==> config.mk <==
export PLATFORM = sky130hd
export DESIGN_NAME = descrambler
export DESIGN_NICKNAME = d
export VERILOG_FILES = /design/src/rtl/descrambler_pkg.sv /design/src/rtl/scrambler_lfsr.sv /design/src/rtl/descrambler.sv
export SDC_FILE = /design/constraint.sdc
export NUM_CORES = 1
export LEC_CHECK = 0
export CAP_MARGIN = 20
export CORE_MARGIN = 10
export CORE_UTILIZATION = 35
export CTS_BUF_LIST = sky130_fd_sc_hd__clkbuf_8
export CTS_CLUSTER_DIAMETER = 30
export CTS_CLUSTER_SIZE = 10
export DETAILED_ROUTE_END_ITERATION = 8
export MAX_ROUTING_LAYER = met4
export PLACE_DENSITY_LB_ADDON = 0.05
export SLEW_MARGIN = 40
export SYNTH_ARGS = -nofsm -noshare
export SYNTH_HDL_FRONTEND = slang
export SYNTH_HIERARCHICAL = 1
export SYNTH_SLANG_ARGS = --single-unit
export TNS_END_PERCENT = 10
==> constraint.sdc <==
create_clock -name aclk -period 3.1 [get_ports aclk]
set_input_delay 0.465 -clock aclk [delete_from_list [all_inputs] [get_ports aclk]]
set_output_delay 0.465 -clock aclk [all_outputs]
set_load 0.02 [all_outputs]
==> src/rtl/descrambler_pkg.sv <==
// ---------------------------------------------------------------------------
// descrambler_pkg : shared 802.11 LFSR constants, FSM encoding, step helper
// Revision: 1.0
// ---------------------------------------------------------------------------
`default_nettype none

package descrambler_pkg;

  localparam int LFSR_W = 7;
  localparam int TAP_HI = 6;
  localparam int TAP_LO = 3;
  localparam logic [LFSR_W-1:0] DEFAULT_SEED = 7'b1011101;

  typedef enum logic [0:0] {
    ST_ACQUIRE = 1'b0,
    ST_RUN     = 1'b1
  } desc_state_e;

  function automatic logic [LFSR_W-1:0] lfsr_next(input logic [LFSR_W-1:0] s);
    return {s[LFSR_W-2:0], s[TAP_HI] ^ s[TAP_LO]};
  endfunction

endpackage

`default_nettype wire

==> src/rtl/scrambler_lfsr.sv <==
// ---------------------------------------------------------------------------
// scrambler_lfsr : combinational WIDTH-step x^7+x^4+1 unroller (bit 0 first)
// Revision: 1.0
// ---------------------------------------------------------------------------
`default_nettype none

module scrambler_lfsr
  import descrambler_pkg::*;
#(
  parameter int WIDTH = 24
) (
  input  logic [LFSR_W-1:0] state_i,
  input  logic [WIDTH-1:0]  data_i,
  output logic [LFSR_W-1:0] next_state_o,
  output logic [WIDTH-1:0]  out_data_o
);

  logic [LFSR_W-1:0] s;
  logic [WIDTH-1:0]  d;

  always_comb begin
    s = state_i;
    d = '0;
    for (int i = 0; i < WIDTH; i++) begin
      d[i] = data_i[i] ^ s[TAP_HI] ^ s[TAP_LO];
      s    = lfsr_next(s);
    end
    next_state_o = s;
    out_data_o   = d;
  end

endmodule

`default_nettype wire

==> src/rtl/descrambler.sv <==
// ---------------------------------------------------------------------------
// descrambler : AXI-Stream 802.11 descrambler with per-frame state recovery
// Revision: 1.0
// ---------------------------------------------------------------------------
`default_nettype none

module descrambler
  import descrambler_pkg::*;
#(
  parameter int                WIDTH   = 24,
  parameter bit                RECOVER = 1'b1,
  parameter logic [LFSR_W-1:0] SEED    = DEFAULT_SEED
) (
  input  logic             aclk,
  input  logic             aresetn,
  input  logic [WIDTH-1:0] s_axis_tdata,
  input  logic             s_axis_tvalid,
  output logic             s_axis_tready,
  input  logic             s_axis_tlast,
  output logic [WIDTH-1:0] m_axis_tdata,
  output logic             m_axis_tvalid,
  input  logic             m_axis_tready,
  output logic             m_axis_tlast,
  output logic             locked
);

  localparam desc_state_e FSM_RESET = RECOVER ? ST_ACQUIRE : ST_RUN;
  localparam int          ACQ_W     = WIDTH - LFSR_W;

  desc_state_e       fsm_q, fsm_d;
  logic [LFSR_W-1:0] lfsr_q, lfsr_d;
  logic [WIDTH-1:0]  tdata_q, tdata_d;
  logic              tvalid_q, tvalid_d;
  logic              tlast_q, tlast_d;
  logic              locked_q, locked_d;

  logic              accept;
  logic [LFSR_W-1:0] run_next, acq_state, acq_next;
  logic [WIDTH-1:0]  run_out;
  logic [ACQ_W-1:0]  acq_out;

  assign s_axis_tready = ~tvalid_q | m_axis_tready;
  assign accept        = s_axis_tvalid & s_axis_tready;

  scrambler_lfsr #(.WIDTH(WIDTH)) u_run (
    .state_i      (lfsr_q),
    .data_i       (s_axis_tdata),
    .next_state_o (run_next),
    .out_data_o   (run_out)
  );

  // The first 7 received bits are the raw sequence; earliest bit is the oldest (s[6]).
  for (genvar i = 0; i < LFSR_W; i++) begin : g_acq_state
    assign acq_state[LFSR_W-1-i] = s_axis_tdata[i];
  end

  scrambler_lfsr #(.WIDTH(ACQ_W)) u_acq (
    .state_i      (acq_state),
    .data_i       (s_axis_tdata[WIDTH-1:LFSR_W]),
    .next_state_o (acq_next),
    .out_data_o   (acq_out)
  );

  always_comb begin
    fsm_d    = fsm_q;
    lfsr_d   = lfsr_q;
    locked_d = locked_q;
    tvalid_d = tvalid_q;
    tdata_d  = tdata_q;
    tlast_d  = tlast_q;
    if (s_axis_tready) tvalid_d = s_axis_tvalid;
    if (accept) begin
      tlast_d = s_axis_tlast;
      if (RECOVER && (fsm_q == ST_ACQUIRE)) begin
        tdata_d = {acq_out, {LFSR_W{1'b0}}};
        lfsr_d  = acq_next;
      end else begin
        tdata_d = run_out;
        lfsr_d  = run_next;
      end
      if (RECOVER) begin
        fsm_d    = s_axis_tlast ? ST_ACQUIRE : ST_RUN;
        locked_d = ~s_axis_tlast;
      end else if (s_axis_tlast) begin
        lfsr_d = SEED;
      end
    end
  end

  always_ff @(posedge aclk or negedge aresetn) begin
    if (!aresetn) begin
      fsm_q    <= FSM_RESET;
      lfsr_q   <= SEED;
      tdata_q  <= '0;
      tvalid_q <= 1'b0;
      tlast_q  <= 1'b0;
      locked_q <= ~RECOVER;
    end else begin
      fsm_q    <= fsm_d;
      lfsr_q   <= lfsr_d;
      tdata_q  <= tdata_d;
      tvalid_q <= tvalid_d;
      tlast_q  <= tlast_d;
      locked_q <= locked_d;
    end
  end

  assign m_axis_tdata  = tdata_q;
  assign m_axis_tvalid = tvalid_q;
  assign m_axis_tlast  = tlast_q;
  assign locked        = locked_q;

endmodule

`default_nettype wire

=== Word-level counts from Yosys, hierarchy flattened ===
Cells that the tools add are included.

* Register bits after elaboration: 35
* Output and inout port bits: 28
* Input port bits: 29
* Logic and storage cells: 136

* Bitwise gates (word level): 127
* Multiplexer cells: 3

{| class="wikitable"
|+ Operator list
! kind !! number
|-
| $xor 1x1->1 || 123
|-
| $mux 24 || 1
|-
| $mux 7 || 1
|-
| $not 1->1 || 2
|-
| $and 1x1->1 || 1
|-
| $mux 1 || 1
|-
| $or 1x1->1 || 1
|}

=== Longest topological paths before layout ===
Gate-level depths: netlist of run 1.

* Depth in word-level cells: 8
* Depth in mapped cells: 6
* Gate-level depth less buffers: 5

=== By module ===
The synthesis of run 1 kept the hierarchy.

{| class="wikitable"
|+ Modules (own cells, without submodules)
! module !! cells an instance !! area each (µm²) !! sequential area each (µm²) !! times used
|-
| descrambler || 147 || 1594.0 || 857.1 || 1
|-
| scrambler_lfsr (u_run) || 60 || 648.1 || 0.0 || 1
|-
| scrambler_lfsr (u_acq) || 44 || 555.5 || 0.0 || 1
|}

=== Least setup slack after synthesis of run 1 ===
OpenSTA, ideal clock, no wires.

* Path type: flip-flop to flip-flop
* Start: register lfsr_q[4]
* End: register tdata_q[20], in the netlist m_axis_tdata[20]
* Library setup time: 0.126 ns
* Period minus slack after synthesis: 1.749 ns
* Path buffers: 1
* Stages on the path, launching flop included: 7
* Setup slack: 1.351 ns
* Arrival: 1.624 ns
* Required time: 2.974 ns
* Cells stage by stage: dfstp_2 -> buf_2 -> xor3_2 -> xnor2_2 -> xor3_1 -> mux2i_1 -> a21oi_1

* Longest elaborated chain between the ends: 6
* Elaborated cells between the ends (all ways): 8
* Those cells by class: 1 x mux; 7 x bitwise

{| class="wikitable"
|+ Ends and longest elaborated chain
! item !! line !! RTL
|-
| start, declared || descrambler.sv:31 || <nowiki>logic [LFSR_W-1:0] lfsr_q, lfsr_d;</nowiki>
|-
| start signal, assigned || descrambler.sv:100 || <nowiki>lfsr_q <= lfsr_d;</nowiki>
|-
| $xor 1x1->1 * || descrambler_pkg.sv:20 || <nowiki>return {s[LFSR_W-2:0], s[TAP_HI] ^ s[TAP_LO]};</nowiki>
|-
| $xor 1x1->1 (2 in series) || descrambler_pkg.sv:20 ||
|-
| $xor 1x1->1 || scrambler_lfsr.sv:25 || <nowiki>d[i] = data_i[i] ^ s[TAP_HI] ^ s[TAP_LO];</nowiki>
|-
| $xor 1x1->1 * || scrambler_lfsr.sv:25 ||
|-
| named net run_out[20] || descrambler.sv:39 || <nowiki>logic [WIDTH-1:0] run_out;</nowiki>
|-
| $mux 24 * || descrambler.sv:74 || <nowiki>if (RECOVER && (fsm_q == ST_ACQUIRE)) begin</nowiki>
|-
| end signal, assigned || descrambler.sv:101 || <nowiki>tdata_q <= tdata_d;</nowiki>
|-
| end, declared || descrambler.sv:32 || <nowiki>logic [WIDTH-1:0] tdata_q, tdata_d;</nowiki>
|}

The timed path passes the listed nets; every way through them passes the cells marked *.
A chain may end at the register's enable or synchronous reset.

=== Worst setup path in the final report of run 1 ===
* Start: input port m_axis_tready
* End: output port s_axis_tready

* Longest elaborated chain between the ends: 1

{| class="wikitable"
|+ Ends and longest elaborated chain
! item !! line !! RTL
|-
| start, declared || descrambler.sv:22 || <nowiki>input logic m_axis_tready,</nowiki>
|-
| $or 1x1->1 || descrambler.sv:42 || <nowiki>assign s_axis_tready = ~tvalid_q | m_axis_tready;</nowiki>
|-
| end, declared || descrambler.sv:18 || <nowiki>output logic s_axis_tready,</nowiki>
|}

No other way between the ends.

==> results.py, run 1 <==
metrics = {
    "outcome": {
        "outcome": "completed",
    },
    "finish": {
        "num-fill-cells": 775,
        "fin_util": 0.447,
        "nNetsFinal": 326,
        "seqCellArea_um2": 857,
        "antennaDiodeCount": 0,
        "final_layout_size_suffix_gt1_frac": 0.107,
        "area_delta_synth_final_pct": 24.2,
        "multi_input_comb_area_mm2": 0.00177,
    },
    "setup_path": {
        "worstSetupPathType": "primary input to primary output",
        "cp-start-kind": "primary input",
        "rrSetupSlack_ns": 1.06,
        "cp_max_fo": 4,
        "cp-end-kind": "primary output",
        "critPathRequiredTime_ns": 2.63,
        "worstPathArrival_ns": 1.72,
    },
    "clock_tree": {
        "cts_hold_buf": 0,
        "numCtsBuffers": 5,
        "post_cts_buffers": 0,
        "cts_root_buffer": "clkbuf_8",
        "htree_levels": 2,
        "cts_resized": 0,
        "cts_tree": "built",
        "cts.sinks": 34,
        "clkLatencyLatePin_ns": 0.29,
        "clockBufferDepth": 2,
        "clk_pin_slew_ns": 0.07,
    },
    "timing": {
        "period_share": 0.706,
        "min_period_ns": 2.19,
        "clock.fmax_mhz": 457,
        "setup_tns_ns": 0,
        "tightest_slew_ns": 0.571,
        "maxSlewViolCount": 0,
        "max-slew-margin-rel": 0.617,
        "hold_viol": 0,
        "setup_viol": 0,
        "rsz0062_at_grt": "no",
        "hold_ws_ns": 0.515,
        "finClkSkew_ns": 0.0109,
    },
    "grt": {
        "grt_pass1_vias": 2007,
        "track_usage": 0.133,
        "grt_max_degree": 35,
        "grt_pass1_wl_um": 11600,
        "grt_remaining_overflow": 0,
        "antenna_found_initial": 0,
    },
    "synthesis": {
        "syn_avg_cell_area_um2": 11.1,
        "ys_types": 24,
        "synth_top_family_by_area": "XOR/XNOR gates",
        "synthAdderAreaFrac": 0,
        "ys_seq_area_frac": 0.306,
        "synthSimpleGateAreaFrac": 0.0197,
        "yosys.area_share.xor_xnor": 0.407,
        "synth_fp_nets": 280,
        "synth_area_mm2": 0.00280,
        "synth_compound_area_frac": 0.0894,
        "synth_area_leaders": "dfrtp_1 26%, xnor2_1 16%, mux2i_1 11%",
        "synth_area_leader_cell": "dfrtp_1",
        "ys_warn_count": 6,
        "synthMuxAreaShare": 0.115,
        "syn-instance-count": 251,
        "synth_top_area_share": 0.259,
        "yosys_register_bits": 34,
    },
    "pwr": {
        "pwr_density_cell_mw_per_mm2": 1160,
        "ir_drop_mv": 0.414,
        "p_leak_nw": 1.50,
    },
    "run": {
        "maxCapViolations": 0,
    },
    "detailed_routing": {
        "wl_um": 7590,
        "first_pass_iters": 4,
        "ant_nets": 0,
        "avgRoutedWirePerCell_um": 19.0,
        "via_per_inst": 4.67,
        "drc": 0,
        "vias": 1868,
        "drtIter0Drc": 81,
    },
    "place": {
        "hpwl_um": 5490,
        "portBuffers": 56,
        "gp_congestion": 0.799,
    },
    "floorplanning": {
        "die_x_um": 109,
        "fp.dieH_um": 109,
        "io_pins": 57,
        "rows": 32,
        "dieArea_mm2": 0.0120,
        "design.core.area_mm2": 0.00777,
        "initial_core_util": 0.360,
    },
    "min_path": {
        "holdCritPathClass": "flip-flop to flip-flop",
    },
}
sequential cells by signal, indices dropped and copies added (netlist names):
signal and flops:
m_axis_tdata 24, m_axis_tlast 1, m_axis_tvalid 1, fsm_q 1, lfsr_q 7
stage by stage:
step                setup slack [ns]  cell area (um2)  power (W)  cells
floorplan                       1.35             2800    0.00301    251
global placement               0.640             3380    0.00372    392
detailed placement             0.595             3380    0.00374    392
CTS                            0.903             3470    0.00412    400
global route                   0.847             3470    0.00437    400
finish                         0.913             3470    0.00405    400
cells in the final DEF (no fill, tap or decap), drive strengths merged:
cell,Yosys,layout
xnor2,57,57
clkdlybuf4s50,0,56
a21oi,50,50
mux2i,31,31
dfrtp,29,29
xor2,24,24
inv,7,8
xnor3,8,8
nand2,7,7
clkbuf,4,6
buf,19,6
xor3,6,6
dfstp,5,5
nand2b,2,2
and2,1,1
mux2,1,1
clkinv,0,1
final timing paths:
| path | cells after the start | startpoint | endpoint |
|---|---|---|---|
| worst max-delay path | 3 | m_axis_tready | s_axis_tready |
| worst min-delay path | 1 | m_axis_tlast$_DFFE_PN0P_ | m_axis_tlast$_DFFE_PN0P_ |
| worst max register to register | 5 | lfsr_q[1]$_DFFE_PN0P_ | m_axis_tdata[20]$_DFFE_PN0P_ |
| worst min register to register | 1 | m_axis_tlast$_DFFE_PN0P_ | m_axis_tlast$_DFFE_PN0P_ |
| max in group asynchronous | 2 | aresetn | lfsr_q[4]$_DFFE_PN1P_ |
| min in group asynchronous | 2 | aresetn | m_axis_tdata[5]$_DFFE_PN0P_ |
Yosys cell counts, drive strengths merged:
cell type   n
xnor2      57
a21oi      50
mux2i      31
dfrtp      29
xor2       24
buf        19
xnor3       8
inv         7
nand2       7
xor3        6
dfstp       5
clkbuf      4
nand2b      2
and2        1
mux2        1
cells by family after synthesis:
group                     count (synthesis)
xor gates and xnor gates                 95
AOI/OAI and AO/OA                        50
DFF                                      34
muxes                                    32
buffers and inverters                    30
and+or+nand+nor                          10
worst max-delay path, cell delays in order:
cell and delay, ns:
clkdlybuf4s50_1 0.45, nand2b_4 0.17, clkdlybuf4s50_1 0.64
per-layer routing:
metal	part of all wire	routed length [um]	track usage	vias up
li1	-	-	-	914
met1	0.49	3730	0.182	902
met2	0.45	3410	0.195	48
met3	0.052	393	0.0287	4
met4	0.0069	52	0.0307	0
met5	0	0	-	-
final cells by class:
| class | count | area share |
|---|---|---|
| Multi-Input combinational cell | 187 | 0.508 |
| Clock inverter | 2 | 0.00252 |
| Tap cell | 102 | 0.0367 |
| Timing Repair Buffer | 62 | 0.174 |
| Inverter | 7 | 0.00756 |
| Sequential cell | 34 | 0.247 |
| Clock buffer | 6 | 0.0238 |
report_power, final:
group          switching, W  internal [W]
Sequential         0.000245      0.000675
Combinational       0.00133       0.00145
Clock              0.000170      0.000176
Total               0.00175       0.00230
No activity file was read; power rests on OpenSTA's default activity.
==> run 2, diff against run 1 <==
==> constraint.sdc (replaced) <==
create_clock -name aclk -period 1.95 [get_ports aclk]
set_input_delay 0.2925 -clock aclk [delete_from_list [all_inputs] [get_ports aclk]]
set_output_delay 0.2925 -clock aclk [all_outputs]
set_load 0.02 [all_outputs]
==> results.py, run 2 (synthesis gave the netlist of run 1 again) <==
metrics = {
    "setup_path": {
        "crit_chain": "clkdlybuf4s50_1 -> nand2b_4 -> clkdlybuf4s50_1",
        "path_common_cell": "clkdlybuf4s50_1",
        "critical-path-max-stage-delay_ns": 0.64,
        "worstPathArrival_ns": 1.55,
        "cp-start-kind": "primary input",
        "cp_max_fo": 2,
        "slowest_stage": "clkdlybuf4s50_1",
        "worstSetupPathType": "primary input to primary output",
        "cp-end-kind": "primary output",
        "critPathRequiredTime_ns": 1.66,
    },
    "finish": {
        "area_delta_synth_final_pct": 33.5,
        "multi_input_comb_area_mm2": 0.00177,
        "final_area_mm2": 0.00373,
        "seqCellArea_um2": 857,
        "instances_no_fill": 428,
        "final_common_cell": "clkdlybuf4s50_1",
        "final_layout_size_suffix_gt1_frac": 0.184,
        "nNetsFinal": 354,
        "antennaDiodeCount": 0,
        "largest_reg_flops": 24,
        "mostFrequentLayoutCells": "56 x clkdlybuf4s50_1, 52 x xnor2_1, 50 x a21oi_1, 31 x mux2i_1, 30 x buf_4",
        "num-fill-cells": 767,
    },
    "pwr": {
        "ir_drop_mv": 0.709,
        "pwr_density_cell_mw_per_mm2": 1790,
        "p_leak_nw": 1.65,
    },
    "min_path": {
        "holdCritPathClass": "primary input to asynchronous set/reset pin",
    },
    "clock_tree": {
        "cts_hold_buf": 0,
        "cts.sinks": 34,
        "clkLatencyLatePin_ns": 0.29,
        "cts_resized": 0,
        "numCtsBuffers": 5,
        "post_cts_buffers": 0,
        "cts_root_buffer": "clkbuf_8",
        "clk_pin_slew_ns": 0.08,
        "htree_levels": 2,
        "clockBufferDepth": 2,
        "cts_tree": "built",
    },
    "detailed_routing": {
        "vias": 1996,
        "via_per_inst": 4.66,
        "drc": 0,
        "ant_nets": 0,
        "drtIter0Drc": 57,
        "wl_um": 7770,
        "avgRoutedWirePerCell_um": 18.1,
        "first_pass_iters": 4,
    },
    "place": {
        "hpwl_um": 5780,
        "portBuffers": 56,
        "gp_congestion": 0.807,
        "place_area_mm2": 0.00364,
        "dpl.cell_count": 420,
    },
    "timing": {
        "min_period_ns": 1.85,
        "rsz0062_at_grt": "no",
        "maxSlewViolCount": 0,
        "setup_viol": 0,
        "clock.fmax_mhz": 542,
        "hold_ws_ns": 0.427,
        "hold_viol": 0,
        "max-slew-margin-rel": 0.682,
        "finClkSkew_ns": 0.00283,
        "tightest_slew_ns": 0.477,
        "period_share": 0.946,
    },
    "grt": {
        "track_usage": 0.140,
        "grt_max_degree": 35,
        "grt_remaining_overflow": 0,
        "grt_pass1_wl_um": 12400,
        "antenna_found_initial": 0,
        "grt_pass1_vias": 2124,
    },
    "floorplanning": {
        "rows": 32,
        "fp.dieH_um": 109,
        "dieArea_mm2": 0.0120,
        "io_pins": 57,
        "initial_core_util": 0.360,
        "design.core.area_mm2": 0.00777,
        "die_x_um": 109,
    },
    "outcome": {
        "outcome": "completed",
    },
    "run": {
        "maxCapViolations": 0,
    },
}
-- run 2: cell types whose count changed in the layout (fill, tap and decap cells not counted), sizes merged --
cell | previous run | this run
buf | 6 | 34
-- run 2: per-stage QoR --
stage | TNS (ns) | util | setup WS, ns | total power [W]
finish | 0 | 0.481 | 0.105 | 0.00667
global route | 0 | 0.481 | 0.0147 | 0.00722
CTS | 0 | 0.481 | 0.0868 | 0.00676
detailed placement | -0.394 | 0.469 | -0.103 | 0.00615
global placement | -0.521 | 0.469 | -0.115 | 0.00614
floorplan | 0 | - | 0.201 | 0.00478
-- run 2: area by class of cell --
class                   count  area share
flip-flops and latches     34       0.230
clock buffers               6      0.0221
clock inverters             2     0.00235
multi-input cells         187       0.473
well taps                 102      0.0342
inverters                   7     0.00704
repair buffers             90       0.232
-- run 2: routing by layer --
metal  GRT usage  wire length (um)  up-vias
met5           -                 0        -
met4      0.0335                77        0
met3      0.0275               416        6
met2       0.209              3550       65
met1       0.191              3730      955
li1            -                 -      970
-- run 2: critical path: cells and delay by family --
kind	cells	cell delay (ns)
buffers and inverters	2	1.09
AND/OR/NAND/NOR	1	0.17
-- run 2: worst paths after layout --
| path | startpoint | endpoint | slack [ns] | depth (start not counted) |
|---|---|---|---|---|
| max | m_axis_tready | s_axis_tready | 0.10 | 3 |
| min | aresetn | m_axis_tvalid$_DFFE_PN0P_ | 0.43 | 2 |
| max reg2reg | lfsr_q[5]$_DFFE_PN0P_ | m_axis_tdata[20]$_DFFE_PN0P_ | 0.12 | 6 |
| min reg2reg | m_axis_tlast$_DFFE_PN0P_ | m_axis_tlast$_DFFE_PN0P_ | 0.51 | 1 |
| max in group asynchronous | aresetn | lfsr_q[3]$_DFFE_PN1P_ | 1.16 | 2 |
| min in group aclk | m_axis_tlast$_DFFE_PN0P_ | m_axis_tlast$_DFFE_PN0P_ | 0.51 | 1 |
-- run 2: where the power goes --
group / internal, W / switching, W
clock network: 0.000280 / 0.000282
logic: 0.00248 / 0.00227
registers: 0.00107 / 0.000284
total: 0.00383 / 0.00284
==> run 3, diff against run 2 <==
--- a/config.mk
+++ b/config.mk
@@ -19,4 +19,4 @@
 export SYNTH_HDL_FRONTEND = slang
 export SYNTH_HIERARCHICAL = 1
 export SYNTH_SLANG_ARGS = --single-unit
-export TNS_END_PERCENT = 10
+export TNS_END_PERCENT = 50
==> results of run 3 <==
No change in the layout: final DEF, timing and power equal those of run 2.
